===== src/rtl/pad_cond_pkg.sv =====
// rtl/pad_cond_pkg.sv - shared types and sizing helpers for the pad input conditioner
package pad_cond_pkg;

    // Edge detected by a debouncer on a given sample tick.
    typedef enum logic [1:0] {
        EDGE_NONE,
        EDGE_RISE,
        EDGE_FALL
    } edge_t;

    // Width of the per-bit stability counter; never narrower than one bit.
    function automatic int cnt_width(input int stable_samples);
        int w;
        w = $clog2(stable_samples);
        return (w < 1) ? 1 : w;
    endfunction

endpackage


===== src/rtl/pad_debounce_bit.sv =====
// rtl/pad_debounce_bit.sv - synchronizer, debouncer, edge pulses and sticky change flag for one pad
//
// Ports:
//   clk, rst_n    core clock, asynchronous active-low reset
//   tick          shared debounce sample strobe
//   pad_in        raw pad level, asynchronous to clk
//   chg_clr       clear strobe for chg_pending
//   input_sync    synchronized level
//   input_db      debounced level
//   input_rise    one-cycle pulse on input_db 0->1
//   input_fall    one-cycle pulse on input_db 1->0
//   chg_pending   sticky flag: an edge occurred since the last clear
module pad_debounce_bit
    import pad_cond_pkg::*;
#(
    parameter int SYNC_STAGES    = 2,
    parameter int STABLE_SAMPLES = 4
) (
    input  logic clk,
    input  logic rst_n,
    input  logic tick,
    input  logic pad_in,
    input  logic chg_clr,
    output logic input_sync,
    output logic input_db,
    output logic input_rise,
    output logic input_fall,
    output logic chg_pending
);

    localparam int             CW       = cnt_width(STABLE_SAMPLES);
    localparam logic [CW-1:0]  CNT_LAST = CW'(STABLE_SAMPLES - 1);

    logic [SYNC_STAGES-1:0] sync_q;
    logic [CW-1:0]          cnt_q;
    logic [CW-1:0]          cnt_d;
    logic                   db_q;
    logic                   db_d;
    logic                   rise_q;
    logic                   fall_q;
    logic                   chg_q;
    edge_t                  edge_evt;

    assign input_sync  = sync_q[SYNC_STAGES-1];
    assign input_db    = db_q;
    assign input_rise  = rise_q;
    assign input_fall  = fall_q;
    assign chg_pending = chg_q;

    always_comb begin
        cnt_d    = cnt_q;
        db_d     = db_q;
        edge_evt = EDGE_NONE;
        if (tick) begin
            if (input_sync == db_q) begin
                cnt_d = '0;
            end else if (cnt_q == CNT_LAST) begin
                db_d     = input_sync;
                cnt_d    = '0;
                edge_evt = input_sync ? EDGE_RISE : EDGE_FALL;
            end else begin
                cnt_d = cnt_q + 1'b1;
            end
        end
    end

    always_ff @(posedge clk or negedge rst_n) begin
        if (!rst_n) begin
            sync_q <= '0;
            cnt_q  <= '0;
            db_q   <= 1'b0;
            rise_q <= 1'b0;
            fall_q <= 1'b0;
            chg_q  <= 1'b0;
        end else begin
            sync_q <= {sync_q[SYNC_STAGES-2:0], pad_in};
            cnt_q  <= cnt_d;
            db_q   <= db_d;
            rise_q <= (edge_evt == EDGE_RISE);
            fall_q <= (edge_evt == EDGE_FALL);
            // Set wins over clear both on the edge itself and while its pulse is
            // visible, so a clear issued alongside an observed pulse cannot lose it.
            chg_q  <= (edge_evt != EDGE_NONE) | rise_q | fall_q | (chg_q & ~chg_clr);
        end
    end

endmodule


===== src/rtl/pad_input_conditioner.sv =====
// rtl/pad_input_conditioner.sv - pad-ring to core conditioner: reset sync, input sync, debounce, edges
//
// Ports:
//   clk          core clock
//   rst_n        raw asynchronous active-low reset
//   input_in     raw pad inputs
//   chg_clr      per-bit clear for chg_pending
//   rst_n_core   reset for chip_core, async assert / sync deassert
//   input_sync   synchronized inputs
//   input_db     debounced inputs
//   input_rise   one-cycle rise pulses of input_db
//   input_fall   one-cycle fall pulses of input_db
//   chg_pending  sticky per-bit change flags
module pad_input_conditioner
    import pad_cond_pkg::*;
#(
    parameter int NUM_INPUT_PADS = 68,
    parameter int SYNC_STAGES    = 2,
    parameter int PRESCALE       = 256,
    parameter int STABLE_SAMPLES = 4
) (
    input  logic                      clk,
    input  logic                      rst_n,
    input  logic [NUM_INPUT_PADS-1:0] input_in,
    input  logic [NUM_INPUT_PADS-1:0] chg_clr,
    output logic                      rst_n_core,
    output logic [NUM_INPUT_PADS-1:0] input_sync,
    output logic [NUM_INPUT_PADS-1:0] input_db,
    output logic [NUM_INPUT_PADS-1:0] input_rise,
    output logic [NUM_INPUT_PADS-1:0] input_fall,
    output logic [NUM_INPUT_PADS-1:0] chg_pending
);

    logic [SYNC_STAGES-1:0] rst_sync_q;
    logic                   tick;

    // Shifts in ones after release; cleared asynchronously whenever rst_n drops.
    always_ff @(posedge clk or negedge rst_n) begin
        if (!rst_n) begin
            rst_sync_q <= '0;
        end else begin
            rst_sync_q <= {rst_sync_q[SYNC_STAGES-2:0], 1'b1};
        end
    end

    assign rst_n_core = rst_sync_q[SYNC_STAGES-1];

    generate
        if (PRESCALE == 1) begin : g_no_prescale
            assign tick = 1'b1;
        end else begin : g_prescale
            localparam int            PW       = $clog2(PRESCALE);
            localparam logic [PW-1:0] PRE_LAST = PW'(PRESCALE - 1);
            logic [PW-1:0] pre_q;

            assign tick = (pre_q == PRE_LAST);

            always_ff @(posedge clk or negedge rst_n) begin
                if (!rst_n) begin
                    pre_q <= '0;
                end else if (tick) begin
                    pre_q <= '0;
                end else begin
                    pre_q <= pre_q + 1'b1;
                end
            end
        end
    endgenerate

    generate
        for (genvar i = 0; i < NUM_INPUT_PADS; i++) begin : g_bit
            pad_debounce_bit #(
                .SYNC_STAGES   (SYNC_STAGES),
                .STABLE_SAMPLES(STABLE_SAMPLES)
            ) u_bit (
                .clk        (clk),
                .rst_n      (rst_n),
                .tick       (tick),
                .pad_in     (input_in[i]),
                .chg_clr    (chg_clr[i]),
                .input_sync (input_sync[i]),
                .input_db   (input_db[i]),
                .input_rise (input_rise[i]),
                .input_fall (input_fall[i]),
                .chg_pending(chg_pending[i])
            );
        end
    endgenerate

endmodule


===== config.mk =====
export PLATFORM = sky130hd
export DESIGN_NAME = pad_input_conditioner
export DESIGN_NICKNAME = d
export VERILOG_FILES = /design/src/rtl/pad_cond_pkg.sv /design/src/rtl/pad_debounce_bit.sv /design/src/rtl/pad_input_conditioner.sv
export SDC_FILE = /design/constraint.sdc
export NUM_CORES = 1
export LEC_CHECK = 0
export ABC_AREA = 1
export BUFFER_PORTS_ARGS = -buffer_cell sky130_fd_sc_hd__buf_2
export CAP_MARGIN = 25
export CORE_MARGIN = 2
export CORE_UTILIZATION = 56
export DETAILED_ROUTE_END_ITERATION = 12
export GPL_TIMING_DRIVEN = 0
export PLACE_DENSITY = 0.81
export RECOVER_POWER = 100
export SLEW_MARGIN = 5
export SYNTH_ARGS = -nofsm -noshare
export SYNTH_HDL_FRONTEND = slang
export SYNTH_SLANG_ARGS = --single-unit
export TNS_END_PERCENT = 50

===== constraint.sdc =====
create_clock -name clk -period 1.7 [get_ports clk]
set_input_delay 0.085 -clock clk [delete_from_list [all_inputs] [get_ports clk]]
set_output_delay 0.085 -clock clk [all_outputs]
set_load 0.02 [all_outputs]

### Yosys cells after proc, flatten, opt, wreduce, memory -nomap -nowiden

Index checks and enable logic that the tools add are counted.

| storage, ports and cells | value |
|---|---|
| bits in registers | 554 |
| latch bits | 0 |
| bits in writable memories | 0 |
| memory bits (read-only) | 0 |
| input bits | 138 |
| output and inout port bits | 341 |
| logic and storage cells | 1705 |
| memories | 0 |

| operators by class | value |
|---|---|
| add/sub/neg operators | 69 |
| multipliers | 0 |
| divide/modulo/power cells | 0 |
| magnitude comparators | 0 |
| equality and inequality tests | 273 |
| shift-type cells | 0 |
| multiplexer cells | 409 |
| bitwise operators | 408 |
| reductions and logical operators | 136 |

Operator list:

| operator | count |
|---|---|
| 2-bit 2-to-1 mux | 408 |
| 2-bit equality test (second input constant) | 136 |
| 1-bit OR | 204 |
| 3-bit AND reduction | 68 |
| 2-bit by 1-bit adder with 2-bit output (second input constant) | 68 |
| 2-bit by 1-bit equality test with 1-bit output (second input constant) | 68 |
| 1-bit inverter | 136 |
| 2-bit nonzero test | 68 |
| 1-bit AND | 68 |
| 1-bit equality test | 68 |
| 8-bit by 1-bit adder with 8-bit output (second input constant) | 1 |
| 8-bit equality test (second input constant) | 1 |
| 8-bit 2-to-1 mux | 1 |

### Longest topological paths before layout

| logic depth | value |
|---|---|
| depth in word-level cells | 8 |
| depth in mapped cells | 10 |
| mapped depth without buffers | 8 |

### Modules after synthesis

A second synthesis with hierarchy kept.

| second synthesis, totals | value |
|---|---|
| cells, all modules | 2155 |
| area total of the unflattened synthesis | 22461.5 um2 |

By module, submodules not included:

| module | instances | cells an instance | area each (um2) |
|---|---|---|---|
| pad_debounce_bit | 68 | 31 | 324.1 |
| pad_input_conditioner | 1 | 47 | 425.4 |

### Worst setup path after synthesis

OpenSTA, ideal clock, no wires.

| path | value |
|---|---|
| kind | reg2reg |
| start point | reg g_prescale.pre_q[0] |
| end point | reg g_bit[66].u_bit.db_q |
| data arrival time | 1432 ps |
| required time | 1583 ps |
| setup slack | 151 ps |
| cell stages (with the launch flop) | 11 |
| buffers on the path | 2 |
| period minus slack after synthesis | 1549 ps |
| path through | dfrtp_1 ha_1 nand2_1 nor2_2 nand2_1 buf_4 inv_2 buf_2 nand2_1 nand2_1 nand2_1 |

| on the way | value |
|---|---|
| word-level cells in the longest chain between the ends | 2 |

Ends and longest elaborated chain:

| item | line | RTL |
|---|---|---|
| start, declared | pad_input_conditioner.sv:54 | `logic [PW-1:0] pre_q;` |
| start signal, assigned | pad_input_conditioner.sv:64 | `pre_q <= pre_q + 1'b1;` |
| 8-bit equality test | pad_input_conditioner.sv:56 | `assign tick = (pre_q == PRE_LAST);` |
| 3-bit AND reduction (no line) | n/a |  |
| end signal, assigned | pad_debounce_bit.sv:71 | `db_q <= 1'b0;` |
| end signal, assigned | pad_debounce_bit.sv:78 | `db_q <= db_d;` |
| end, declared | pad_debounce_bit.sv:37 | `logic db_q;` |

No other way between the ends.
A chain may end at the register's enable or synchronous reset.

### Final worst setup path

| path | value |
|---|---|
| start point | reg g_prescale.pre_q[1] |
| end point | reg g_bit[24].u_bit.db_q |

| on the way | value |
|---|---|
| word-level cells in the longest chain between the ends | 2 |

Ends and longest elaborated chain:

| item | line |
|---|---|
| 8-bit equality test | pad_input_conditioner.sv:56 |
| 3-bit AND reduction (no line) | n/a |
| end signal, assigned | pad_debounce_bit.sv:71 |
| end signal, assigned | pad_debounce_bit.sv:78 |
| end, declared | pad_debounce_bit.sv:37 |

No other way between the ends.

==> flow_summary.json <==
{
  "status": "complete, but fails checks",
  "violations": "hold timing, setup timing",
  "vias_per_cell": 5.26,
  "peakVddDrop_uv": 742,
  "grt_use_total": 0.323,
  "clock_tree.root_cell": "clkbuf_16",
  "post-dp-hpwl_um": 49300,
  "synth_edf_count": 0,
  "grt_pass1_vias": 21900,
  "die_area_um2": 46200,
  "top_usage_layer": "met2",
  "drive_above_1_share": 0.332,
  "placed_area_um2": 28200,
  "layout_commonest_cell": "nand2_1",
  "hold_violations": 8,
  "grt_pass1_wl_um": 116000,
  "area_delta_synth_final_pct": 32.8,
  "crit_fanout": 10,
  "synth.area.top_cells": "dfrtp_1 56%, nand2_1 11%, buf_4 10%",
  "ys_ff_latch": 554,
  "required_ns": 2.24,
  "critical_path_class": "reg2reg",
  "die_w_um": 215,
  "syn-mean-instance-area_um2": 9.11,
  "slew_headroom": 0.280,
  "reg2reg_depth": 8,
  "drt_iter0_drc": 1748,
  "core_area_um2": 44000,
  "r2r_setup_slack_ns": -0.03,
  "holdWs_ns": -0.0169,
  "min_period_over_period": 1.02,
  "initial_utilization": 0.565,
  "r2r-end": "g_bit[24].u_bit.input_db",
  "clk_pin_slew_ns": 0.06,
  "wl_um": 77100,
  "async_reset_ff_frac": 1.00,
  "drtAntennaViolNets": 0,
  "arrival_ns": 2.28,
  "routabilityCongestion": 0.955,
  "cts_max_level": 2,
  "use_met2": 0.555,
  "ys_types": 26,
  "setup_viol": 19,
  "clockBufferDepth": 3,
  "antenna_found_initial": 2,
  "clk_latency_ns": 0.62,
  "dr.pass1.iters": 7,
  "rows": 77,
  "total_power_mw": 27.7,
  "layout_common_cells": "683 x nand2_1, 554 x dfrtp_1, 473 x buf_2",
  "layout.nets": 3643,
  "synth_fp_nets": 2940,
  "ios": 479,
  "grt_max_degree": 115,
  "worst_slew_pin_slew_ns": 1.08,
  "portBuffers": 478,
  "p_switching_mw": 6.18,
  "via_count": 21400,
  "power_density_nw_per_um2": 839,
  "cts_made_buffers": 56,
  "clock-sinks": 554,
  "period_needed_ns": 1.73,
  "post-route-cell-area_um2": 33100,
  "drv_cap": 0,
  "cts_tree": "done",
  "startpoint_type": "flop",
  "comb_power_share": 0.049,
  "yosys_warnings": 0,
  "skew_ns": 0.0154,
  "p_clk_frac": 0.465,
  "netlist_area_um2": 24900,
  "seq_area_frac_synth": 0.557,
  "synth_top_area_share": 0.557,
  "slew_viol_final": 0,
  "die_y_um": 215,
  "switching_share": 0.223,
  "rsz0062_at_grt": "yes",
  "wire_per_inst_um": 18.9,
  "yosys.area.top_type": "dfrtp_1",
  "netlist_instances": 2733,
  "p_int_mw": 21.6,
  "met1_usage": 0.395,
  "r2r-start": "g_prescale.pre_q[1]",
  "critPathCaptureType": "flop",
  "grt_util_met3": 0.0594,
  "p_seq_frac": 0.486,
  "p_leak_nw": 18.3,
  "route.detailed.drc": 0,
  "fmax_mhz": 577,
  "fin_ws_ns": -0.0319,
  "worstHoldPathType": "in2async",
  "gr-total-overflow": 0,
  "ys.flop_type": "dfrtp_1"
}
final cells by class:
cell class / instances / area, um2
sequential: 554 / 13900
fill: 2792 / 11000
multi-input combinational: 1465 / 7840
timing repair buffer: 646 / 4210
buffer: 409 / 3340
clock buffer: 86 / 1710
inverter: 304 / 1140
tap: 592 / 741
clock inverter: 15 / 211
antenna: 2 / 5.00
kinds of logic after synthesis:
kind of cell / count (synthesis) / share of synthesized area
xor+xnor: 4 / 0.00141
flops: 554 / 0.557
buf+inv: 714 / 0.161
simple gates: 1172 / 0.195
fa+ha+maj: 69 / 0.0347
compound gates: 219 / 0.0514
other cells: 1 / 0.000151
metrics by stage:
step	utilization	TNS (ns)	setup slack (ns)	std cells
after CTS	0.725	-0.0557	-0.0225	4055
final	0.751	-0.222	-0.0319	4073
after global routing	0.751	-5.83	-0.0923	4073
after global placement	0.637	-5818.09	-10.40	3803
after floorplan	-	0	0.151	2733
after detailed placement	0.640	-108.09	-0.669	3809
layer usage:
layer,vias to the layer above,part of all wire
li1,9752,-
met1,10500,0.39
met2,916,0.50
met3,227,0.067
met4,0,0.050
met5,-,0
worst max path at each step:
| stage | start | endpoint | slack, ns | depth (start not counted) |
|---|---|---|---|---|
| 6_report | g_prescale.pre_q[1] | g_bit[24].u_bit.input_db | -0.03 | 8 |
| 5_1_grt | g_prescale.pre_q[1] | g_bit[24].u_bit.input_db | -0.09 | 8 |
| 2_1_floorplan | g_prescale.pre_q[0] | g_bit[66].u_bit.input_db | 0.15 | 10 |
| 4_1_cts | g_prescale.pre_q[0] | g_bit[5].u_bit.chg_pending | -0.02 | 9 |
| 3_3_place_gp | rst_n | g_bit[23].u_bit.sync_q[0] | -10.40 | 1 |
| 3_5_place_dp | g_prescale.pre_q[0] | g_bit[39].u_bit.input_fall | -0.67 | 7 |
cell usage after synthesis (2+ instances only):
cell type and n:
a211oi_1 68, xnor2_1 2, xor2_1 2, nand3_1 151
or2_2 3, nor3_1 107, nor2_2 3, clkbuf_1 30
nand4_1 41, nor2_1 141, buf_4 341, buf_2 32
inv_1 302, a21boi_0 4, o21ai_0 32, dfrtp_1 554
inv_2 2, buf_1 6, nand2_1 725, ha_1 69
o21ai_1 113
registers in the layout, summed over array words and instances (netlist names):
register,count
g_bit.u_bit.cnt_q,136
rst_sync_q,2
g_bit.u_bit.input_rise,68
g_bit.u_bit.chg_pending,68
g_bit.u_bit.input_fall,68
g_bit.u_bit.input_db,68
g_bit.u_bit.sync_q,136
g_prescale.pre_q,8
repair_timing:
item,CTS,global route
hold endpoints to repair,485,0
gates cloned,0,9
endpoints found under the setup margin,396,320
gates resized for setup,135,217
hold buffers,137,0
pin swaps,2,15
buffers inserted,9,8
worst max-delay path: stages (launching register included):
cell     delay (ns)
dfrtp_1        0.40
ha_4           0.17
nand2_4        0.06
nor2_4         0.12
nand2_4        0.07
nor2_4         0.24
buf_4          0.33
nand3_1        0.16
nand2_1        0.12
power groups by stage:
stage          Combinational (mW)  Clock (mW)  Sequential (mW)
2_1_floorplan               0.464           0             13.7
3_3_place_gp                 1.00           0             13.7
3_5_place_dp                 1.07           0             13.7
4_1_cts                      1.33        13.0             13.5
5_1_grt                      1.50        13.6             13.5
6_report                     1.36        12.9             13.5
No activity file was read; power rests on OpenSTA's default activity.
